--- src/rtl/ppu_oam_dma.sv ---
// OAM DMA engine: copies CPU page $XX00-$XXFF to OAM through $2004 while the CPU is halted.
// Define PPU_OAM_DMA_ALIGN_EN to align the first read to an even cycle (adds the ALIGN state).
module ppu_oam_dma (
    input  logic        i_cpu_clk,
    input  logic        i_cpu_rstn,
    input  logic [15:0] i_bus_addr,
    input  logic        i_bus_wn,
    input  logic [7:0]  i_bus_wdata,
    input  logic [7:0]  i_bus_rdata,
    output logic [15:0] o_dma_addr,
    output logic        o_dma_wn,
    output logic [7:0]  o_dma_wdata,
    output logic        o_dma_active,
    output logic        o_cpu_halt,
    output logic        o_dma_done
);

    localparam logic [2:0] S_IDLE  = 3'd0;
    localparam logic [2:0] S_HALT  = 3'd1;
    localparam logic [2:0] S_ALIGN = 3'd2;
    localparam logic [2:0] S_RD    = 3'd3;
    localparam logic [2:0] S_WR    = 3'd4;

    localparam logic [15:0] OAMDATA_ADDR = 16'h2004;
    localparam logic [15:0] TRIGGER_ADDR = 16'h4014;

    logic [2:0] r_state;
    logic [2:0] w_state_next;
    logic [7:0] r_page;
    logic [7:0] r_idx;
    logic [7:0] r_data;
    logic       r_done;
    logic       w_trigger;
    logic       w_last;
    logic [2:0] w_after_halt;

    assign w_trigger = (i_bus_addr == TRIGGER_ADDR) && !i_bus_wn;
    assign w_last    = (r_idx == 8'hFF);

`ifdef PPU_OAM_DMA_ALIGN_EN
    // Free-running parity; reads must start on an even (r_par==0) cycle.
    logic r_par;

    always_ff @(posedge i_cpu_clk or negedge i_cpu_rstn) begin
        if (!i_cpu_rstn) begin
            r_par <= 1'b0;
        end else begin
            r_par <= ~r_par;
        end
    end

    assign w_after_halt = r_par ? S_RD : S_ALIGN;
`else
    assign w_after_halt = S_RD;
`endif

    always_comb begin
        w_state_next = r_state;
        case (r_state)
            S_IDLE:  if (w_trigger) w_state_next = S_HALT;
            S_HALT:  w_state_next = w_after_halt;
`ifdef PPU_OAM_DMA_ALIGN_EN
            S_ALIGN: w_state_next = S_RD;
`endif
            S_RD:    w_state_next = S_WR;
            S_WR:    w_state_next = w_last ? S_IDLE : S_RD;
            default: w_state_next = S_IDLE;
        endcase
    end

    always_ff @(posedge i_cpu_clk or negedge i_cpu_rstn) begin
        if (!i_cpu_rstn) begin
            r_state <= S_IDLE;
            r_page  <= 8'h00;
            r_idx   <= 8'h00;
            r_data  <= 8'h00;
            r_done  <= 1'b0;
        end else begin
            r_state <= w_state_next;
            r_done  <= (r_state == S_WR) && w_last;
            if (r_state == S_IDLE && w_trigger) begin
                r_page <= i_bus_wdata;
                r_idx  <= 8'h00;
            end
            if (r_state == S_RD) begin
                r_data <= i_bus_rdata;
            end
            // Index never rolls into the next page: the final write returns to IDLE instead.
            if (r_state == S_WR && !w_last) begin
                r_idx <= r_idx + 8'd1;
            end
        end
    end

    always_comb begin
        o_dma_addr   = 16'h0000;
        o_dma_wn     = 1'b1;
        o_dma_wdata  = 8'h00;
        o_dma_active = (r_state != S_IDLE);
        o_cpu_halt   = (r_state != S_IDLE);
        o_dma_done   = r_done;
        case (r_state)
            S_RD: begin
                o_dma_addr = {r_page, r_idx};
            end
            S_WR: begin
                o_dma_addr  = OAMDATA_ADDR;
                o_dma_wn    = 1'b0;
                o_dma_wdata = r_data;
            end
            default: ;
        endcase
    end

endmodule

--- config.mk ---
export PLATFORM = sky130hd
export DESIGN_NAME = ppu_oam_dma
export DESIGN_NICKNAME = d
export VERILOG_FILES = /design/src/rtl/ppu_oam_dma.sv
export SDC_FILE = /design/constraint.sdc
export NUM_CORES = 1
export LEC_CHECK = 0
export ABC_AREA = 1
export CORE_UTILIZATION = 39
export CTS_CLUSTER_DIAMETER = 40
export DETAILED_ROUTE_END_ITERATION = 8
export GPL_TIMING_DRIVEN = 1
export PLACE_DENSITY = 0.8
export RECOVER_POWER = 25
export SYNTH_ARGS = -nofsm -noshare
export SYNTH_HDL_FRONTEND = slang
export SYNTH_SLANG_ARGS = --single-unit
--- constraint.sdc ---
create_clock -name i_cpu_clk -period 1.6 [get_ports i_cpu_clk]
set_clock_uncertainty 0.1 [all_clocks]
set_input_delay 0.4 -clock i_cpu_clk [delete_from_list [all_inputs] [get_ports i_cpu_clk]]
set_output_delay 0.4 -clock i_cpu_clk [all_outputs]
set_load 0.02 [all_outputs]
==> results.py, run 1 <==
metrics = {
    "clock_network": {
        "htreeDepth": 1,
        "clk_pin_slew_ns": 0.09,
        "cts_root_buffer": "clkbuf_8",
        "cts.path.max_buffers": 2,
        "cts_tree": "yes",
        "cts.sinks": 28,
        "numCtsBuffers": 3,
        "clk_latency_ns": 0.27,
    },
    "power_and_ir_drop": {
        "power.internal_uw": 1020,
        "leakage_uw": 0.00153,
        "clkPwrFrac": 0.333,
        "switchingPower_uw": 264,
        "p_seq_frac": 0.559,
        "powerDensity_mw_per_mm2": 434,
        "p_sw_frac": 0.205,
        "p_comb_frac": 0.108,
        "ir_drop_mv": 0.351,
    },
    "critical_path": {
        "r2r-end": "r_page[2]",
        "crit_type": "flop to output port",
        "reg2reg_slack_ns": 0,
        "worst_r2r_path_depth": 9,
        "startpoint": "r_state[2]",
        "cp-end-kind": "output port",
        "worstPathRequired_ns": 1.10,
        "r2r-start": "r_state[1]",
        "crit_fanout": 6,
        "worst_setup_path_start_kind": "flop",
        "arrival_ns": 1.40,
    },
    "floorplanning": {
        "initial_core_util": 0.404,
        "die_h_um": 66.4,
        "core_area_sq_mm": 0.00400,
        "dieWidth_um": 66.4,
        "ioPinCount": 63,
        "num_rows": 23,
        "die_area_sq_mm": 0.00440,
    },
    "sta": {
        "holdWs_ns": 0.393,
        "grt_setup_unrepaired": "true",
        "tightestPinTransition_ns": 0.723,
        "finalCritPeriodShare": 1.19,
        "final.setup.tns_ns": -6.21,
        "hold_violations": 0,
        "fin_ws_ns": -0.298,
        "setup_violations": 43,
        "maxSlewHeadroom": 0.518,
        "fmax_mhz": 527,
        "drv_slew": 0,
        "fin_crit_ns": 1.90,
    },
    "worst_hold_path": {
        "holdPathEnd": "r_page[7]",
        "hold_depth": 2,
        "hp-start": "r_page[7]",
        "hp-class": "flop to flop",
    },
    "synthesis": {
        "ys_types": 30,
        "synthTopCellsByArea": "dfrtp_1, nand2_1, inv_1",
        "syn-num-nets": 232,
        "ys_ff_latch": 28,
        "ys_seq_area_frac": 0.434,
        "yosysWarnings": 0,
        "synth_top_area_share": 0.434,
        "syn_avg_cell_area_sq_um": 8.24,
        "synth_area_sq_mm": 0.00162,
        "synth_area_leader_cell": "dfrtp_1",
        "netlist_instances": 196,
    },
    "finish": {
        "layout_common_cells": "inv_1, clkdlybuf4s50_1, buf_6",
        "syn2layout_area_growth_pct": 83.8,
        "fin_area_sq_mm": 0.00297,
        "nNetsFinal": 332,
        "final_common_cell": "inv_1",
        "fill_cells": 276,
        "antenna_cells": 0,
        "drive_above_1_share": 0.481,
    },
    "place": {
        "gp_congestion": 0.853,
        "hpwl_mm": 2.85,
        "place_ws_ns": -0.449,
        "place_area_sq_mm": 0.00263,
        "port_buffers": 62,
    },
    "job": {
        "maxCapViolCount": 0,
    },
    "global_route": {
        "gr-usage-all-layers": 0.179,
        "grt_pass1_vias": 1440,
        "overflow": 0,
        "grt_start_max_net_pins": 29,
        "antenna_found_initial": 0,
        "grt_pass1_wl_mm": 6.03,
    },
    "drt": {
        "initialDrtViolationCount": 27,
        "routed_via_density": 4.53,
        "vias": 1562,
        "drt-wirelength-per-cell_um": 12.0,
        "ant_nets": 0,
        "drc": 0,
        "first_pass_iters": 4,
        "wirelength_mm": 4.15,
    },
    "run_status": {
        "status": "finished, violations left",
        "violations": "setup timing",
    },
}
==> cells by family (layout without fill, tap and decap cells) <==
logic type	after synthesis	after routing	synth area share
buf+inv	48	147	0.132
fa+ha+maj	1	1	0.00774
xor+xnor	1	1	0.00542
simple gates	95	95	0.324
compound gates	23	23	0.0976
flops	28	28	0.434
==> worst max-delay path, cell delays in order, from the launching register on <==
cell and delay (ns):
dfrtp_1 0.40, nor2_2 0.12, inv_2 0.07, nor2_8 0.13
inv_6 0.06, o21ai_1 0.18, buf_4 0.18
==> state kept, by name, indices dropped and copies added (netlist names) <==
register and cells:
o_dma_done 1, r_data 8, r_idx 8, r_state 3
r_page 8
==> metal layers <==
layer  wire length [um]  global-route usage
met5                  0                   0
met4                 17              0.0399
met1               1780               0.216
met2               2130               0.333
met3                226              0.0224
==> metrics by stage <==
step	cells	utilization	power [uW]
floorplan	196	-	763
global placement	336	0.657	869
detailed placement	336	0.657	872
CTS	341	0.673	1300
global route	345	0.742	1340
finish	345	0.742	1290
==> layout make-up <==
cell class                      instances  area, sq um  area share
Timing Repair Buffer                  102         1070       0.361
Multi-Input combinational cell        120          920       0.310
Sequential cell                        28          701       0.236
Inverter                               41          159      0.0535
Tap cell                               50         62.6      0.0211
Clock buffer                            4         55.1      0.0185
==> power groups by stage <==
stage               clock network [uW]  logic [uW]  registers, uW
global route                       471         153            721
global placement                     0         135            734
detailed placement                   0         138            734
CTS                                439         140            720
floorplan                            0        29.0            734
finish                             428         139            720
==> Yosys cell counts (all sizes together) <==
cell,n
buf,7
clkinv,2
dfrtp,28
ha,1
inv,39
nand2,41
nand3,13
nand4,3
nor2,35
nor3b,1
o211ai,2
o21ai,20
o31ai,1
or2,2
xor2,1
==> worst max path at each step <==
stage                     end  slack (ns)  cells past startpoint
3_3_place_gp   o_dma_addr[12]       -0.44                      8
4_1_cts         o_dma_addr[3]       -0.28                      7
6_report        o_dma_addr[2]       -0.30                      6
2_1_floorplan  o_dma_wdata[0]       -0.04                      4
3_5_place_dp   o_dma_addr[12]       -0.45                      7
5_1_grt         o_dma_addr[2]       -0.36                      6
==> what timing repair did <==
item | in CTS | in global routing
setup endpoints to repair | 30 | 38
gates cloned | 0 | 3
pin swaps | 0 | 7
gates resized for setup | 151 | 62
endpoints found under the hold margin | 0 | 0
hold buffers | 0 | 0
setup buffers | 1 | 1
No activity file was read; power rests on OpenSTA's default activity.
==> inputs of run 2 (changes only) <==
- CORE_ASPECT_RATIO: default -> 0.8
==> run 2 against run 1 <==
  * The flow still finishes with violations (setup timing)
  * Routed wire length rose by 26%
  * Fmax is 2.7% lower
  * Global-route usage is 3.9 points higher
  * Critical path type unchanged
  * Highest routed layer unchanged
==> results.py, run 2 (same netlist as run 1, synthesis figures left out) <==
metrics = {
    "run_status": {
        "status": "finished, violations left",
        "violations": "setup timing",
    },
    "clock_network": {
        "cts.path.max_buffers": 2,
        "numCtsBuffers": 3,
        "cts.sinks": 28,
        "clk_latency_ns": 0.28,
        "htreeDepth": 1,
        "cts_root_buffer": "clkbuf_8",
        "clk_pin_slew_ns": 0.10,
        "cts_tree": "yes",
    },
    "floorplanning": {
        "num_rows": 20,
        "initial_core_util": 0.416,
        "dieWidth_um": 74.0,
        "die_h_um": 59.6,
        "die_area_sq_mm": 0.00440,
        "ioPinCount": 63,
        "core_area_sq_mm": 0.00388,
    },
    "sta": {
        "hold_violations": 0,
        "fmax_mhz": 513,
        "grt_setup_unrepaired": "true",
        "tightestPinTransition_ns": 0.729,
        "final.setup.tns_ns": -7.69,
        "drv_slew": 0,
        "setup_violations": 28,
        "holdWs_ns": 0.392,
        "maxSlewHeadroom": 0.514,
        "finalCritPeriodShare": 1.22,
        "fin_ws_ns": -0.350,
        "fin_crit_ns": 1.95,
    },
    "place": {
        "gp_congestion": 0.780,
        "hpwl_mm": 2.93,
        "port_buffers": 62,
    },
    "drt": {
        "ant_nets": 0,
        "drc": 0,
        "drt-wirelength-per-cell_um": 14.7,
        "vias": 1661,
        "first_pass_iters": 4,
        "initialDrtViolationCount": 112,
        "wirelength_mm": 5.25,
        "routed_via_density": 4.65,
    },
    "global_route": {
        "grt_pass1_vias": 1599,
        "gr-usage-all-layers": 0.217,
        "overflow": 0,
        "grt_pass1_wl_mm": 7.18,
        "grt_start_max_net_pins": 29,
        "antenna_found_initial": 0,
    },
    "job": {
        "maxCapViolCount": 0,
    },
    "power_and_ir_drop": {
        "ir_drop_mv": 0.483,
        "total_power_uw": 1310,
        "leakage_uw": 0.00153,
        "powerDensity_mw_per_mm2": 443,
    },
    "critical_path": {
        "worstPathRequired_ns": 1.10,
        "crit_type": "flop to output port",
        "crit_fanout": 7,
        "arrival_ns": 1.45,
        "worst_setup_path_start_kind": "flop",
        "cp-end-kind": "output port",
    },
    "finish": {
        "fill_cells": 257,
        "final_common_cell": "buf_6",
        "drive_above_1_share": 0.480,
        "syn2layout_area_growth_pct": 82.7,
        "antenna_cells": 0,
        "nNetsFinal": 339,
        "postLayoutCoreUtil": 0.761,
        "top_regs": "r_data: 8 flops, r_idx: 8 flops, r_page: 8 flops",
        "layout_common_cells": "buf_6, inv_1, clkdlybuf4s50_1, buf_4, nand2_1",
    },
    "worst_hold_path": {
        "hp-class": "flop to flop",
    },
}
run 2: area by class of cell:
class / instances / area [sq um] / share of cell area
multi-input cells: 120 / 873 / 0.296
inverters: 41 / 175 / 0.0593
flip-flops and latches: 28 / 701 / 0.237
well taps: 55 / 68.8 / 0.0233
repair buffers: 109 / 1080 / 0.365
clock buffers: 4 / 55.1 / 0.0187
run 2: final timing paths:
kind	start	to	slack, ns	cells past startpoint
setup / recovery	r_state[2]	o_dma_addr[13]	-0.35	6
hold / removal	r_page[0]	r_page[0]	0.39	2
setup reg to reg	r_state[2]	r_idx[7]	0	9
hold reg to reg	r_page[0]	r_page[0]	0.39	2
max in group asynchronous	i_cpu_rstn	r_page[6]	0.33	2
min in group asynchronous	i_cpu_rstn	r_idx[5]	0.60	2
run 2: critical path, stage by stage, from the launching register on:
cell     delay (ns)
dfrtp_1        0.42
buf_6          0.14
nand3_4        0.12
buf_6          0.17
buf_4          0.11
nand2_1        0.05
buf_4          0.15
run 2: power by group:
part	switching, uW	total [uW]	internal (uW)	leakage (uW)
clock	224	445	221	0.0000288
sequential	3.59	721	717	0.000331
combinational	55.1	142	86.4	0.00117
total	283	1310	1020	0.00153
run 2: layer usage:
layer / track usage / wire length, um
met1: 0.266 / 2170
met2: 0.374 / 2510
met3: 0.0578 / 338
met4: 0.0687 / 229
met5: 0 / 0
run 2: timing repair:
item / in CTS / in global routing
pin swaps: 1 / 3
endpoints found under the setup margin: 36 / 45
hold buffers: 0 / 0
setup buffers: 11 / 6
gates resized for setup: 171 / 38
run 2: stage by stage:
stage,worst slack (ns),cells,area (sq um)
floorplan,-0.0444,196,1710
global placement,-0.452,337,2590
detailed placement,-0.484,337,2590
CTS,-0.286,352,2790
global route,-0.400,357,2950
finish,-0.350,357,2950
==> inputs of run 3 (changes only) <==
- ABC_AREA: 1 -> default
- CORE_UTILIZATION: 39 -> 37
- PLACE_DENSITY: 0.8 -> 0.86
==> run 3 against run 2 <==
  * The flow finishes with violations (DRC, setup timing)
  * Total power is 4.3% higher
  * Clock power is 23% higher
  * Critical path depth is 1 lower
  * Sequential share of layout area is 4.8 points higher
  * Worst hold slack better by 0.011 ns
  * Register-to-register slack worse by 0.56 ns
  * Clock-buffer cell count is 1 lower
  * Die area is 6.8% lower
  * Routed wire length is 34% lower
  * Fmax is 9.9% lower
  * Critical path type is now flop to flop
==> results.py, run 3 <==
metrics = {
    "sta": {
        "holdWs_ns": 0.403,
        "tightestPinTransition_ns": 0.692,
        "drv_slew": 0,
        "setup_violations": 44,
        "fin_ws_ns": -0.565,
        "fmax_mhz": 462,
        "hold_violations": 0,
        "grt_setup_unrepaired": "true",
        "finalCritPeriodShare": 1.35,
        "maxSlewHeadroom": 0.539,
        "fin_crit_ns": 2.16,
    },
    "worst_hold_path": {
        "hp-class": "flop to flop",
    },
    "synthesis": {
        "synth_edf_count": 0,
        "ys.flop_type": "dfrtp_1",
        "ys_types": 34,
        "synth_area_sq_mm": 0.00143,
        "synthTopCellsByArea": "dfrtp_1, mux2_2, and2_1",
        "yosysWarnings": 0,
        "syn-num-nets": 169,
        "synth_async_sr_flop_share": 1.00,
        "ys_seq_area_frac": 0.492,
        "synth_common_cells": "dfrtp_1, and2_1, mux2_2, o21ai_0, nand2_1",
        "netlist_instances": 133,
        "synth_area_leader_cell": "dfrtp_1",
        "synth_top_area_share": 0.492,
        "syn_avg_cell_area_sq_um": 10.7,
        "ys_ff_latch": 28,
        "yosysMostFrequentCell": "dfrtp_1",
    },
    "job": {
        "maxCapViolCount": 0,
    },
    "critical_path": {
        "arrival_ns": 2.23,
        "worst_setup_path_start_kind": "flop",
        "r2r-start": "r_state[2]",
        "cp-end-kind": "flop",
        "setup.worst_path.end": "r_page[1]",
        "worst_r2r_path_depth": 5,
        "startpoint": "r_state[2]",
        "reg2reg_slack_ns": -0.56,
        "r2r-end": "r_page[1]",
        "worstPathRequired_ns": 1.66,
        "crit_fanout": 10,
        "crit_type": "flop to flop",
    },
    "global_route": {
        "gr-usage-all-layers": 0.183,
        "grt_pass1_vias": 1339,
        "antenna_found_initial": 0,
        "overflow": 0,
        "grt_start_max_net_pins": 29,
        "grt_pass1_wl_mm": 5.88,
    },
    "place": {
        "port_buffers": 62,
        "gp_congestion": 0.756,
        "hpwl_mm": 2.64,
        "placedCellCount": 261,
    },
    "floorplanning": {
        "num_rows": 19,
        "initial_core_util": 0.400,
        "core_area_sq_mm": 0.00357,
        "ioPinCount": 63,
        "die_h_um": 57.5,
        "die_area_sq_mm": 0.00411,
        "dieWidth_um": 71.4,
    },
    "drt": {
        "routed_via_density": 4.96,
        "first_pass_iters": 6,
        "wirelength_mm": 3.48,
        "drt-wirelength-per-cell_um": 13.0,
        "ant_nets": 0,
        "drc": 6,
        "vias": 1335,
        "initialDrtViolationCount": 67,
    },
    "finish": {
        "final_common_cell": "clkdlybuf4s50_1",
        "layout_common_cells": "clkdlybuf4s50_1, buf_4, dfrtp_1",
        "fill_cells": 280,
        "stdcell_count": 269,
        "multi_input_area_sq_um": 737,
        "drive_above_1_share": 0.485,
        "regArea_sq_um": 701,
        "nNetsFinal": 264,
        "antenna_cells": 0,
        "top_regs": "r_data: 8 flops, r_idx: 8 flops, r_page: 8 flops",
        "syn2layout_area_growth_pct": 72.3,
    },
    "clock_network": {
        "clk_latency_ns": 0.27,
        "cts.sinks": 28,
        "htreeDepth": 1,
        "numCtsBuffers": 3,
        "cts.path.max_buffers": 2,
        "postCtsHoldBufs": 0,
        "cts_tree": "yes",
        "cts_root_buffer": "clkbuf_8",
        "clk_pin_slew_ns": 0.09,
    },
    "power_and_ir_drop": {
        "total_power_uw": 1360,
        "ir_drop_mv": 0.439,
        "powerDensity_mw_per_mm2": 556,
        "leakage_uw": 0.00121,
    },
    "run_status": {
        "status": "finished, violations left",
        "violations": "DRC, setup timing",
    },
}
==> run 3: cell types whose count changed after synthesis, moves of 10 or more <==
cell / change
o21ai_1: -10
mux2_2: +16
and2_1: +22
nand2_1: -26
inv_1: -31
nor2_1: -28
==> run 3: stage by stage <==
| stage | area [sq um] | setup WS [ns] | TNS [ns] | utilization |
|---|---|---|---|---|
| final | 2450 | -0.565 | -18.98 | 0.688 |
| after global routing | 2450 | -0.622 | -22.26 | 0.688 |
| after CTS | 2450 | -0.578 | -19.42 | 0.688 |
| after detailed placement | 2350 | -0.664 | -22.19 | 0.659 |
| after global placement | 2350 | -0.610 | -21.02 | 0.659 |
| after floorplan | 1460 | -0.552 | -7.54 | - |
==> run 3: timing repair <==
| action | in CTS | in global routing |
|---|---|---|
| setup buffers | 3 | 1 |
| pin swaps | 0 | 0 |
| setup endpoints to repair | 45 | 50 |
| resized for setup | 102 | 6 |
==> run 3: worst min-delay path by stage <==
stage,from,endpoint,slack (ns),cells after the start
4_1_cts,i_cpu_rstn,r_page[2],0.39,2
2_1_floorplan,i_cpu_rstn,o_dma_done,0.004,0
3_5_place_dp,r_page[3],r_page[3],0.39,1
6_report,r_data[6],r_data[6],0.40,1
5_1_grt,r_page[3],r_page[3],0.43,1
3_3_place_gp,r_data[6],r_data[6],0.38,1
==> run 3: kinds of logic after synthesis <==
| logic type | synth area share |
|---|---|
| muxes | 0.126 |
| buffers and inverters | 0.0342 |
| and+or+nand+nor | 0.246 |
| DFF | 0.492 |
| xor gates and xnor gates | 0.0123 |
| adders and majority gates | 0.00878 |
| AOI/OAI and AO/OA | 0.0808 |
==> run 3: area by class of cell <==
type | count | share of cell area
Timing Repair Buffer | 96 | 0.358
Multi-Input combinational cell | 95 | 0.300
Sequential cell | 28 | 0.285
Tap cell | 42 | 0.0214
Clock buffer | 3 | 0.0168
Clock inverter | 1 | 0.0122
Inverter | 4 | 0.00612
==> run 3: power breakdown <==
part	internal, uW	leakage, uW	switching (uW)	total [uW]
Clock	335	0.0000357	214	549
Combinational	78.3	0.000824	29.7	108
Sequential	707	0.000350	0.169	707
==> run 3: per-layer routing <==
layer  part of all wire  global-route usage  vias up
met5                  0                   0        -
met4             0.0029              0.0229        0
met3              0.078              0.0495        2
met2               0.50               0.335       54
met1               0.42               0.221      626
li1                   -                   -      653
==> run 3: critical path, stage by stage (launching register included) <==
cell and delay, ns:
dfrtp_1 0.40, or3_4 0.40, or4b_4 0.51, nor3_4 0.16
buf_12 0.15, mux2_2 0.33
